===== src/rtl/bram_stream_reader_pkg.sv =====
// -----------------------------------------------------------------------------
// bram_stream_reader_pkg
//   Shared definitions for the BRAM stream reader and for every site that
//   instantiates the external RAM it talks to.
//   - state_t    : reader FSM encoding (also exposed on the debug port)
//   - SUM_W      : width used for in-flight + FIFO occupancy arithmetic
//   - rd_lat_of(): RAM read latency implied by the RAM's OUTPUT_REGISTER
//                  setting ("true" -> 2 cycles, anything else -> 1 cycle).
//                  RAM wrappers call the same function so the two sides
//                  can never disagree on latency.
// -----------------------------------------------------------------------------
package bram_stream_reader_pkg;

  typedef enum logic [1:0] {
    ST_IDLE  = 2'd0,
    ST_ISSUE = 2'd1,
    ST_DRAIN = 2'd2
  } state_t;

  // Wide enough for in_flight (<= 2) + FIFO count (<= 3).
  localparam int SUM_W = 4;

  function automatic int rd_lat_of(input string output_register);
    return (output_register == "true") ? 2 : 1;
  endfunction

endpackage


===== src/rtl/stream_fwft_fifo.sv =====
// -----------------------------------------------------------------------------
// stream_fwft_fifo
//   Small first-word-fall-through FIFO. The head word is presented on
//   o_rd_data while o_valid is high; i_rd_en pops it.
//   When the FIFO is empty, a word being written is presented in the same
//   cycle (bypass), so a read result reaches the stream without an extra
//   register stage. If that bypassed word is also popped in the same cycle
//   it is never stored.
// Ports
//   clk, rst   : clock, synchronous active-high reset (clears storage)
//   i_wr_en    : write i_wr_data this cycle (caller guarantees not full)
//   i_wr_data  : write data
//   i_rd_en    : pop the head word (only meaningful while o_valid)
//   o_rd_data  : head word
//   o_valid    : a head word is available
//   o_count    : number of stored words
// -----------------------------------------------------------------------------
module stream_fwft_fifo #(
  parameter int DATA_WIDTH = 8,
  parameter int DEPTH      = 2,
  localparam int CW        = $clog2(DEPTH + 1)
) (
  input  logic                  clk,
  input  logic                  rst,
  input  logic                  i_wr_en,
  input  logic [DATA_WIDTH-1:0] i_wr_data,
  input  logic                  i_rd_en,
  output logic [DATA_WIDTH-1:0] o_rd_data,
  output logic                  o_valid,
  output logic [CW-1:0]         o_count
);

  localparam int PW = (DEPTH > 1) ? $clog2(DEPTH) : 1;
  localparam logic [PW-1:0] LAST_PTR = PW'(DEPTH - 1);

  logic [DATA_WIDTH-1:0] r_mem [DEPTH];
  logic [PW-1:0]         r_wr_ptr;
  logic [PW-1:0]         r_rd_ptr;
  logic [CW-1:0]         r_count;

  logic w_empty;
  logic w_bypass;
  logic w_store;
  logic w_take;

  assign w_empty  = (r_count == '0);
  // Word written into an empty FIFO and popped in the same cycle.
  assign w_bypass = w_empty && i_wr_en && i_rd_en;
  assign w_store  = i_wr_en && !w_bypass;
  assign w_take   = i_rd_en && !w_empty;

  always_ff @(posedge clk) begin
    if (rst) begin
      for (int i = 0; i < DEPTH; i++) begin
        r_mem[i] <= '0;
      end
      r_wr_ptr <= '0;
      r_rd_ptr <= '0;
      r_count  <= '0;
    end else begin
      if (w_store) begin
        r_mem[r_wr_ptr] <= i_wr_data;
        r_wr_ptr        <= (r_wr_ptr == LAST_PTR) ? '0 : r_wr_ptr + PW'(1);
      end
      if (w_take) begin
        r_rd_ptr <= (r_rd_ptr == LAST_PTR) ? '0 : r_rd_ptr + PW'(1);
      end
      case ({w_store, w_take})
        2'b10:   r_count <= r_count + CW'(1);
        2'b01:   r_count <= r_count - CW'(1);
        default: r_count <= r_count;
      endcase
    end
  end

  assign o_valid   = !w_empty || i_wr_en;
  assign o_rd_data = (w_empty && i_wr_en) ? i_wr_data : r_mem[r_rd_ptr];
  assign o_count   = r_count;

endmodule


===== src/rtl/bram_stream_reader.sv =====
// -----------------------------------------------------------------------------
// bram_stream_reader
//   Reads a burst of `length` consecutive words (wrapping at DEPTH-1) from an
//   external single-port RAM and streams them out in address order.
//
//   Stream handshake: a beat transfers on a rising edge where o_valid and
//   o_ready are both high. Once o_valid rises, o_data stays stable and
//   o_valid stays high until the beat transfers; o_valid never depends on
//   o_ready.
//
//   Reads are only issued while in_flight + fifo_count < RD_LAT+1, so every
//   word returning from the RAM has a guaranteed FIFO slot no matter how long
//   the downstream stalls.
// Ports
//   clk, rst     : clock, synchronous active-high reset
//   start        : burst request, sampled only in IDLE
//   base_addr    : first RAM address (sampled with start)
//   length       : words in the burst, 0..DEPTH (sampled with start)
//   busy         : burst in progress
//   done         : one-cycle pulse after the last beat transfers
//                  (or one cycle after a zero-length start)
//   ram_rd_addr  : RAM read address (holds while ram_rd_en is low)
//   ram_rd_en    : RAM read enable
//   ram_rd_data  : RAM read data, valid RD_LAT cycles after ram_rd_en
//   o_data       : stream beat
//   o_valid      : o_data valid
//   o_ready      : downstream ready
//   o_dbg_state  : current FSM state (state_t encoding)
// -----------------------------------------------------------------------------
module bram_stream_reader
  import bram_stream_reader_pkg::*;
#(
  parameter int    DATA_WIDTH      = 8,
  parameter int    DEPTH           = 2,
  parameter string OUTPUT_REGISTER = "false",
  localparam int   AW              = $clog2(DEPTH)
) (
  input  logic                  clk,
  input  logic                  rst,
  input  logic                  start,
  input  logic [AW-1:0]         base_addr,
  input  logic [AW:0]           length,
  output logic                  busy,
  output logic                  done,
  output logic [AW-1:0]         ram_rd_addr,
  output logic                  ram_rd_en,
  input  logic [DATA_WIDTH-1:0] ram_rd_data,
  output logic [DATA_WIDTH-1:0] o_data,
  output logic                  o_valid,
  input  logic                  o_ready,
  output logic [1:0]            o_dbg_state
);

  localparam int RD_LAT     = rd_lat_of(OUTPUT_REGISTER);
  localparam int FIFO_DEPTH = RD_LAT + 1;
  localparam int FCW        = $clog2(FIFO_DEPTH + 1);
  localparam int LW         = AW + 1;
  localparam logic [AW-1:0]    LAST_ADDR = AW'(DEPTH - 1);
  localparam logic [SUM_W-1:0] CREDIT    = SUM_W'(RD_LAT + 1);

  state_t           r_state;
  logic [AW-1:0]    r_issue_addr;
  logic [AW-1:0]    r_hold_addr;
  logic [LW-1:0]    r_issue_left;
  logic [LW-1:0]    r_beats_left;
  logic             r_busy;
  logic             r_done;
  logic [RD_LAT-1:0] r_tag;

  logic                  w_rd_en;
  logic                  w_push;
  logic                  w_pop;
  logic                  w_fifo_valid;
  logic [DATA_WIDTH-1:0] w_fifo_data;
  logic [FCW-1:0]        w_fifo_count;
  logic [SUM_W-1:0]      w_in_flight;
  logic [SUM_W-1:0]      w_outstanding;
  logic [AW-1:0]         w_next_addr;

  // Reads issued but not yet written into the FIFO.
  always_comb begin
    w_in_flight = '0;
    for (int i = 0; i < RD_LAT; i++) begin
      w_in_flight = w_in_flight + SUM_W'(r_tag[i]);
    end
  end

  assign w_outstanding = w_in_flight + SUM_W'(w_fifo_count);
  // Gated by rst so nothing is issued or captured while reset is held.
  assign w_rd_en     = !rst && (r_state == ST_ISSUE) && (w_outstanding < CREDIT);
  assign w_push      = !rst && r_tag[RD_LAT-1];
  assign w_pop       = w_fifo_valid && o_ready;
  assign w_next_addr = (r_issue_addr == LAST_ADDR) ? '0 : r_issue_addr + AW'(1);

  // Tag pipeline: the bit leaving the top marks the cycle ram_rd_data holds
  // a word we asked for. Clearing it on reset drops any read still in the RAM.
  always_ff @(posedge clk) begin
    if (rst) begin
      r_tag <= '0;
    end else begin
      r_tag <= (r_tag << 1) | RD_LAT'(w_rd_en);
    end
  end

  always_ff @(posedge clk) begin
    if (rst) begin
      r_state      <= ST_IDLE;
      r_issue_addr <= '0;
      r_hold_addr  <= '0;
      r_issue_left <= '0;
      r_beats_left <= '0;
      r_busy       <= 1'b0;
      r_done       <= 1'b0;
    end else begin
      r_done <= 1'b0;

      if (w_rd_en) begin
        r_hold_addr  <= r_issue_addr;
        r_issue_addr <= w_next_addr;
        r_issue_left <= r_issue_left - LW'(1);
      end

      if (w_pop && (r_state != ST_IDLE)) begin
        r_beats_left <= r_beats_left - LW'(1);
      end

      case (r_state)
        ST_IDLE: begin
          if (start) begin
            if (length == '0) begin
              r_done <= 1'b1;
            end else begin
              r_state      <= ST_ISSUE;
              r_issue_addr <= base_addr;
              r_issue_left <= length;
              r_beats_left <= length;
              r_busy       <= 1'b1;
            end
          end
        end
        ST_ISSUE: begin
          // The last beat can never transfer while still issuing, since its
          // read is the one that moves us to DRAIN.
          if (w_rd_en && (r_issue_left == LW'(1))) begin
            r_state <= ST_DRAIN;
          end
        end
        ST_DRAIN: begin
          if (w_pop && (r_beats_left == LW'(1))) begin
            r_state <= ST_IDLE;
            r_busy  <= 1'b0;
            r_done  <= 1'b1;
          end
        end
        default: r_state <= ST_IDLE;
      endcase
    end
  end

  stream_fwft_fifo #(
    .DATA_WIDTH (DATA_WIDTH),
    .DEPTH      (FIFO_DEPTH)
  ) u_fifo (
    .clk       (clk),
    .rst       (rst),
    .i_wr_en   (w_push),
    .i_wr_data (ram_rd_data),
    .i_rd_en   (w_pop),
    .o_rd_data (w_fifo_data),
    .o_valid   (w_fifo_valid),
    .o_count   (w_fifo_count)
  );

  assign busy        = r_busy;
  assign done        = r_done;
  assign ram_rd_en   = w_rd_en;
  assign ram_rd_addr = w_rd_en ? r_issue_addr : r_hold_addr;
  assign o_data      = w_fifo_data;
  assign o_valid     = w_fifo_valid;
  assign o_dbg_state = r_state;

endmodule


===== config.mk =====
export PLATFORM = sky130hd
export DESIGN_NAME = bram_stream_reader
export DESIGN_NICKNAME = d
export VERILOG_FILES = /design/src/rtl/bram_stream_reader_pkg.sv /design/src/rtl/stream_fwft_fifo.sv /design/src/rtl/bram_stream_reader.sv
export SDC_FILE = /design/constraint.sdc
export NUM_CORES = 1
export LEC_CHECK = 0
export ABC_AREA = 0
export CAP_MARGIN = 20
export CORE_MARGIN = 2
export CORE_UTILIZATION = 51
export DETAILED_ROUTE_END_ITERATION = 10
export MAX_ROUTING_LAYER = met4
export PLACE_DENSITY = 0.79
export SLEW_MARGIN = 20
export SYNTH_ARGS = -nofsm -noshare
export SYNTH_HDL_FRONTEND = slang
export SYNTH_HIERARCHICAL = 1
export SYNTH_SLANG_ARGS = --single-unit

===== constraint.sdc =====
create_clock -name clk -period 3.6 [get_ports clk]
set_input_delay 0.72 -clock clk [delete_from_list [all_inputs] [get_ports clk]]
set_output_delay 0.72 -clock clk [all_outputs]
set_load 0.05 [all_outputs]

======== After elaboration in Yosys (flattened, before gate mapping) ========
Memories as Yosys holds them, arrays and structs flattened. A register that Yosys moved wholly into a read port is not among the register bits.
Index checks and enable logic that the tools add are counted.
cells by class
  add/subtract/negate cells ............... 8
  $lt $le $gt $ge ......................... 1
  equal/unequal tests ..................... 10
  multiplexer cells ....................... 41
  reduce and logical (&&, ||, !) cells .... 24
operators by type and width
  cell                                                        number
  2-to-1 mux 2 bit                                            12
  2-to-1 mux 1 bit                                            23
  2-to-1 mux 8 bit                                            2
  logical AND 1 bit                                           11
  == test 2 x 1 -> 1 bit, second input constant               4
  AND reduction 4 bit                                         2
  OR reduction 8 bit                                          1
  zero test 2 bit                                             3
  inequality test 2 bit, second input constant                3
  case mux 2 bit (3 select lines)                             1
  nonzero test 2 bit                                          3
  subtractor 2 x 1 -> 2 bit, second input constant            3
  == test 2 bit, second input constant                        2
  case mux 1 bit (2 select lines)                             2
  case mux 2 bit (2 select lines)                             1
  adder 1 bit, second input constant                          3
  adder 1 x 2 -> 3 bit                                        1
  zero test 1 bit                                             3
  less-than comparator 3 x 2 -> 1 bit, second input constant  1
  adder 2 x 1 -> 2 bit, second input constant                 1
  inequality test 2 x 1 -> 1 bit, second input constant       1
  logical OR 1 bit                                            1
storage, ports and cells
  register bits after elaboration ......... 15
  memory bits (writable) .................. 16
  output and inout bits ................... 15
  memories kept ........................... 1
memories
  name          depth  bits a word  rd ports  clocked after memory_dff  write ports  line                    source
  u_fifo.r_mem  2      8            1         1                         2            stream_fwft_fifo.sv:36  logic [DATA_WIDTH-1:0] r_mem [DEPTH];

======== Longest topological paths before layout ========
Gate-level depths: netlist of the first run.
  depth after elaboration ................. 12
  depth in mapped cells ................... 10

======== Cells and area by module ========
The synthesis of the first run kept the hierarchy.
by module, submodules not included
  module              instances  cells an instance  area each (um^2)  sequential area each (um^2)
  stream_fwft_fifo    1          85                 1,013.5           580.6
  bram_stream_reader  1          62                 548.0             220.2

======== Worst setup path before layout of the first run ========
No wires, ideal clock.
  path type ............................... input -> output
  from .................................... input rst
  to ...................................... output o_data[0]
  data arrival time ....................... 2.578 ns
  required time ........................... 2.880 ns
  slack ................................... 0.302 ns
  stages .................................. 5
  path through ............................ clkbuf_1 nor2b_1 nor3b_1 buf_2 o21ai_0
on the way
  word-level cells in the longest chain between the ends .. 4
ends and longest elaborated chain
  what                line                      source
  start: declaration  bram_stream_reader.sv:39  input logic rst,
  zero test 1 bit     bram_stream_reader.sv:91  assign w_push = !rst && r_tag[RD_LAT-1];
  logical AND 1 bit   bram_stream_reader.sv:91
  via w_push          bram_stream_reader.sv:71  logic w_push;
  logical AND 1 bit   stream_fwft_fifo.sv:77    assign o_rd_data = (w_empty && i_wr_en) ? i_wr_data : r_mem[r_rd_ptr];
  2-to-1 mux 8 bit    stream_fwft_fifo.sv:77
  end: declaration    bram_stream_reader.sv:48  output logic [DATA_WIDTH-1:0] o_data,
The timed path passes the listed nets, and every way through them passes these cells.

======== Final worst setup path of the first run ========
  from .................................... input rst
  to ...................................... output ram_rd_addr
on the way
  word-level cells in the longest chain between the ends .. 4
ends and longest elaborated chain
  what                             line                      source
  zero test 1 bit                  bram_stream_reader.sv:90  assign w_rd_en = !rst && (r_state == ST_ISSUE) && (w_outstanding < CREDIT);
  logical AND 1 bit (2 in series)  bram_stream_reader.sv:90
  2-to-1 mux 1 bit                 -
  end: declaration                 bram_stream_reader.sv:45  output logic [AW-1:0] ram_rd_addr,
Every way passes these cells.

==> results.json, run 1 <==
{
  "yosysUniqueCellTypes": 39,
  "routedWlPerCell_um": 14.9,
  "critical_path_class": "in2out",
  "clockBufferDepth": 2,
  "combPwrFrac_pct": 22.2,
  "insertion_delay_ns": 0.33,
  "syn_area_um2": 1560,
  "post_cts_resize_count": 0,
  "max-slew-margin-rel_pct": 59.8,
  "startpoint": "rst",
  "dieArea_um2": 3520,
  "clkTransAtPathRegs_ns": 0.08,
  "critPathCaptureType": "primary output",
  "via_per_inst": 5.56,
  "drtAntennaViolNets": 0,
  "preCtsSetupSlack_ns": 0.449,
  "fin_ws_ns": 0.535,
  "layout-area-overhead-vs-synth_pct": 30.8,
  "diodes": 0,
  "drive_gt1_share_pct": 14.3,
  "min-delay-path-class": "reg2reg",
  "nets": 200,
  "initialDrtViolationCount": 54,
  "fin_crit_sh_pct": 85.1,
  "hold_buffers": 0,
  "core-area_um2": 2980,
  "clock-sinks": 32,
  "cp.arrival_ns": 2.34,
  "finalCriticalPeriod_ns": 3.06,
  "rows": 20,
  "place_congestion": 0.818,
  "internal_power_uw": 549,
  "p_seq_share_pct": 54.0,
  "track_usage_pct": 21.5,
  "p_sw_share_pct": 28.3,
  "fin_skew_ns": 0.00605,
  "synth-edff-count": 16,
  "rsz0062_at_grt": "no",
  "seq_area_frac_synth_pct": 51.3,
  "ir_drop_uv": 255,
  "cts_buffers": 5,
  "tritoncts": "built",
  "hold_start": "busy$_SDFFE_PP0P_",
  "p_clk_share_pct": 23.8,
  "syn_avg_cell_area_um2": 10.6,
  "final_cells": 215,
  "grt_pass1_vias": 1147,
  "vias": 1196,
  "antenna_found_initial": 0,
  "power.density_nw_per_um2": 375,
  "ys_ff_latch": 32,
  "switchingPower_uw": 217,
  "grt_max_degree": 22,
  "r2r_start": "r_tag$_SDFF_PP0_",
  "setup_tns_ns": 0,
  "synth_ff_type": "edfxtp_1",
  "setup_viol": 0,
  "p_leak_uw": 0.000763,
  "drc_errors": 0,
  "path_max_fanout": 21,
  "die_h_um": 59.3,
  "critPathRequiredTime_ns": 2.88,
  "fmax_mhz": 326,
  "cts-root-buf": "clkbuf_4",
  "cts_setup_buffers": 0,
  "initial_utilization_pct": 52.4,
  "io_pins": 30,
  "hpwl_mm": 2.41,
  "die_w_um": 59.3,
  "fin_hold_ws_ns": 0.472,
  "synth_warnings": 6,
  "synth_cells": 147,
  "async_flop_share_pct": 0,
  "io_buffers": 29,
  "hold_violations": 0,
  "drv_slew": 0,
  "dr.pass1.iters": 4,
  "drt-total-wl_mm": 3.20,
  "outcome": "complete, no violations",
  "grt-ovfl-total": 0,
  "crit_path_start_kind": "input port",
  "synth_nets": 165,
  "dp.cells": 208,
  "worstMarginPinSlew_ns": 0.599,
  "grt_pass1_wl_mm": 5.26,
  "h-tree-depth": 2,
  "cap_violations": 0
}
## flip-flops by register name, indices dropped and copies added (netlist names), 2 cells and up, named ones only
signal,count
u_fifo/r_mem,16
r_beats_left,2
r_issue_left,2
o_dbg_state,2
u_fifo/o_count,2
## logic make-up (layout without fill, tap and decap cells)
group	after synthesis	after routing	synth area share (%)
muxes	9	9	5.77
xor gates and xnor gates	4	4	2.24
adders and majority gates	3	3	2.40
buffers and inverters	8	43	2.00
AOI/OAI and AO/OA	33	33	13.6
and+or+nand+nor	58	58	22.7
DFF	32	32	51.3
## power by group through the flow
| stage | logic [uW] | registers [uW] | clock network [uW] |
|---|---|---|---|
| 3_5_place_dp | 170 | 422 | 0 |
| 2_1_floorplan | 84.2 | 428 | 0 |
| 4_1_cts | 171 | 413 | 190 |
| 3_3_place_gp | 166 | 421 | 0 |
| 6_report | 170 | 413 | 182 |
| 5_1_grt | 181 | 416 | 202 |
## worst paths after layout
check / endpoint / slack [ns] / depth (start not counted)
hold reg to reg: busy$_SDFFE_PP0P_ / 0.47 / 2
setup / recovery: ram_rd_addr / 0.54 / 6
setup reg to reg: u_fifo/o_count[1]$_SDFFE_PP0P_ / 1.26 / 8
hold / removal: busy$_SDFFE_PP0P_ / 0.47 / 2
## stage by stage
stage | utilization (%) | area [um^2] | power (uW)
floorplan | - | 1560 | 512
global placement | 67.1 | 2000 | 587
detailed placement | 67.1 | 2000 | 592
global route | 68.6 | 2040 | 799
CTS | 68.6 | 2040 | 774
finish | 68.6 | 2040 | 765
## worst max-delay path, cell delays in order
cell and delay, ns:
clkdlybuf4s50_1 0.42, buf_4 0.21, a211oi_1 0.50, nand3_1 0.19
nand2_1 0.15, buf_12 0.14
## cells in the final DEF (no fill, tap or decap), drive strengths merged
| master | count |
|---|---|
| mux2i | 9 |
| dfxtp | 16 |
| a21oi | 6 |
| a211oi | 1 |
| o21bai | 1 |
| nand2 | 11 |
| buf | 14 |
| xor2 | 1 |
| a41oi | 1 |
| a311oi | 1 |
| a22o | 1 |
| a21o | 2 |
| nor2 | 7 |
| and2 | 18 |
| xnor2 | 3 |
| o21ai | 12 |
| nor3b | 4 |
| nor4b | 1 |
| nand3b | 1 |
| a32oi | 1 |
| nand3 | 5 |
| or3 | 3 |
| o311a | 1 |
| o211ai | 1 |
| o21a | 1 |
| edfxtp | 16 |
| o311ai | 1 |
| o31ai | 2 |
| inv | 4 |
| and4bb | 1 |
| ha | 3 |
| clkbuf | 6 |
| nor2b | 4 |
| nand2b | 2 |
| clkdlybuf4s50 | 18 |
| clkinv | 1 |
| a211o | 1 |
| or2 | 1 |
## cell type report
cell class,instances,area (um^2)
clock inverters,1,5.00
repair buffers,32,410
inverters,4,15.0
clock buffers,6,41.3
multi-input cells,107,729
well taps,33,41.3
fillers,249,935
flip-flops and latches,32,801
## layer usage
metal  share of wire (%)  GRT usage [%]  vias up  wire length, um
li1                    -              -      602                -
met4                 1.1           8.77        0               36
met2                  49           32.2       30             1570
met1                  43           26.8      560             1390
met3                 6.3           6.77        4              202
met5                   0              -        -                0
## Yosys cell counts, types with 2 or more instances
cell,n,area (um^2)
nand3_1,5,25.0
nor2b_1,4,25.0
ha_1,3,37.5
nand2_1,11,41.3
edfxtp_1,16,480
o31ai_1,2,15.0
a21o_1,2,15.0
nor3b_2,2,25.0
clkbuf_1,2,7.51
xnor2_1,3,26.3
mux2i_1,9,90.1
o21ai_0,12,60.1
and2_1,18,113
dfxtp_1,16,320
nor3b_1,2,15.0
or3_1,3,18.8
nor2_1,7,26.3
inv_1,4,15.0
a21oi_1,6,30.0
No activity file was read; power rests on OpenSTA's default activity.
==> run 2, diff against run 1 <==
- ABC_AREA: 0 -> 1
- CORE_UTILIZATION: 51 -> 52
- HOLD_SLACK_MARGIN: unset -> 0.03
==> run 2 against run 1 <==
Compared with the run above:
- count of clock-buffer cells in the layout grew 2
- critical path type unchanged
- worst setup slack gained 0.20 ns
- maximum frequency grew 6.9%
- die area grew 4.8%
- critical path depth grew 1
- wire length shrank 0.44%
- clock skew grew 0.0043 ns
- sequential cell count is the same
- power grew 2.6%
- largest cell class unchanged
- sequential share of layout area shrank 2.1 points
- synthesized area grew 7.2%
- core utilization grew 2.1 points
==> results.json, run 2 <==
{
  "ys_ff_latch": 32,
  "preCtsSetupSlack_ns": 0.728,
  "synth_nets": 223,
  "reg2reg_to": "u_fifo/r_mem[0][5]$_SDFFCE_PN0P_",
  "initialDrtViolationCount": 51,
  "netlist_top_cells_count": "nand2_1, inv_1, nor2_1",
  "critPathRequiredTime_ns": 2.88,
  "clockBufferDepth": 2,
  "synth_compound_area_share_pct": 10.8,
  "path_cells": "clkdlybuf4s50_1 > nor2_1 > buf_4 > nand2_4 > nand2_1 > o21ai_2 > buf_12",
  "async_flop_share_pct": 0,
  "hold_start": "r_hold_addr$_SDFF_PP0_",
  "antenna_found_initial": 0,
  "crit_path_start_kind": "input port",
  "yosysUniqueCellTypes": 24,
  "reg2reg_slack_ns": 1.65,
  "post_cts_resize_count": 0,
  "syn_area_um2": 1670,
  "power.density_nw_per_um2": 364,
  "synthAdderAreaFrac_pct": 2.24,
  "synth-xor-area-share_pct": 0,
  "path_max_fanout": 16,
  "cts-root-buf": "clkbuf_4",
  "syn_avg_cell_area_um2": 8.17,
  "p_leak_uw": 0.000940,
  "hold_violations": 0,
  "diodes": 0,
  "drtAntennaViolNets": 0,
  "via_per_inst": 4.86,
  "grt-ovfl-total": 0,
  "final_util_pct": 70.7,
  "fmax_mhz": 349,
  "synth-edff-count": 16,
  "seq_area_frac_synth_pct": 47.8,
  "routedWlPerCell_um": 11.2,
  "cap_violations": 0,
  "fin_ws_ns": 0.734,
  "critPathSlowestCell": "clkdlybuf4s50_1",
  "critPathCaptureType": "primary output",
  "insertion_delay_ns": 0.33,
  "regMostFlops": "u_fifo/r_mem",
  "io_buffers": 29,
  "synthSimpleGateAreaFrac_pct": 28.8,
  "nets": 258,
  "h-tree-depth": 2,
  "critPathTopFamily": "buffers and inverters",
  "holdPathEnd": "r_hold_addr$_SDFF_PP0_",
  "fill_cells": 252,
  "min-delay-path-class": "reg2reg",
  "cp.arrival_ns": 2.15,
  "drt-total-wl_mm": 3.18,
  "cts_setup_buffers": 0,
  "synth_top_area_share_pct": 28.7,
  "worstMarginPinSlew_ns": 0.502,
  "synth_top_family_by_area": "simple AND/OR/NAND/NOR gates",
  "largest_reg_flops": 16,
  "cts_buffers": 5,
  "mostFrequentLayoutCell": "nand2_1",
  "layout-area-overhead-vs-synth_pct": 28.9,
  "grt_max_degree": 17,
  "place_congestion": 0.831,
  "vias": 1386,
  "final_cell_mix": "nand2_1, inv_1, nor2_1, clkdlybuf4s50_1",
  "setup_tns_ns": 0,
  "io_pins": 30,
  "finalCriticalPeriod_ns": 2.87,
  "cpPeakStageDelay_ns": 0.60,
  "rsz0062_at_grt": "no",
  "fin_crit_sh_pct": 79.6,
  "hold_depth": 2,
  "rows": 20,
  "core-area_um2": 3050,
  "fin_skew_ns": 0.0103,
  "dieArea_um2": 3690,
  "clock-sinks": 32,
  "synth_ff_type": "edfxtp_1",
  "grt_pass1_vias": 1288,
  "die_h_um": 60.7,
  "synth_area_leaders": "edfxtp_1, dfxtp_1, nand2_1",
  "synthMostInstantiatedCell": "nand2_1",
  "synth_warnings": 6,
  "grt_pass1_wl_mm": 5.46,
  "synth_cells": 205,
  "max-slew-margin-rel_pct": 66.5,
  "synth_largest_area_cell": "edfxtp_1",
  "drv_slew": 0,
  "die_w_um": 60.7,
  "ir_drop_uv": 250,
  "hpwl_mm": 2.41,
  "drive_gt1_share_pct": 18.3,
  "r2r_start": "u_fifo/o_count[1]$_SDFFE_PP0P_",
  "r2r_cells": 7,
  "hold_buffers": 0,
  "clkTransAtPathRegs_ns": 0.08,
  "initial_utilization_pct": 54.8,
  "dr.pass1.iters": 5,
  "track_usage_pct": 21.0,
  "setup_viol": 0,
  "tritoncts": "built",
  "outcome": "complete, no violations",
  "drc_errors": 0,
  "synth.area.mux_share_pct": 0,
  "critical_path_class": "in2out",
  "crit_buf_inv": 3
}
run 2: final cells by class:
class | instances | area (um^2) | area share (%)
flip-flops and latches | 32 | 801 | 37.1
well taps | 44 | 55.1 | 2.55
clock buffers | 8 | 48.8 | 2.26
repair buffers | 31 | 403 | 18.7
multi-input cells | 130 | 701 | 32.5
inverters | 40 | 150 | 6.96
run 2: cells by family (layout without fill, tap and decap cells):
family          Yosys count  count (layout)
compound gates           29              29
fa+ha+maj                 3               3
buf+inv                  43              79
simple gates             98              98
flops                    32              32
run 2: worst register-to-register path: stages, from the launching register on:
cell and delay, ns:
dfxtp_1 0.37, nor2_4 0.19, nand2_1 0.15, nand2_1 0.10, inv_1 0.12, nand2_2 0.14
nand4_4 0.17, nand2_1 0.38
run 2: worst max path at each step:
stage               start                        endpoint  depth (start not counted)
CTS                   rst                       o_data[5]                          7
global placement      rst                       o_data[5]                          7
detailed placement    rst                       o_data[5]                          7
global route          rst                       o_data[6]                          7
floorplan             rst  u_fifo/o_count[1]$_SDFFE_PP0P_                         14
finish                rst                       o_data[6]                          7
run 2: through the flow:
stage | area [um^2] | std cells | hold WS [ns] | power, uW
after floorplan | 1670 | 205 | 0.441 | 528
after global placement | 2110 | 277 | 0.454 | 604
after detailed placement | 2110 | 277 | 0.470 | 607
after CTS | 2160 | 285 | 0.482 | 793
after global routing | 2160 | 285 | 0.500 | 828
final | 2160 | 285 | 0.476 | 785
run 2: metal layers:
layer | GRT usage (%) | part of all wire [%] | vias to the layer above
met1 | 25.0 | 45 | 621
met2 | 34.3 | 50 | 30
met3 | 4.48 | 3.3 | 4
met5 | - | 0 | -
met4 | 9.32 | 1.3 | 0
li1 | - | - | 731
run 2: power by group:
| part | total, uW | internal, uW | switching [uW] |
|---|---|---|---|
| clock network | 187 | 77.7 | 109 |
| registers | 409 | 399 | 9.73 |
| logic | 190 | 78.1 | 112 |
| total | 785 | 555 | 230 |
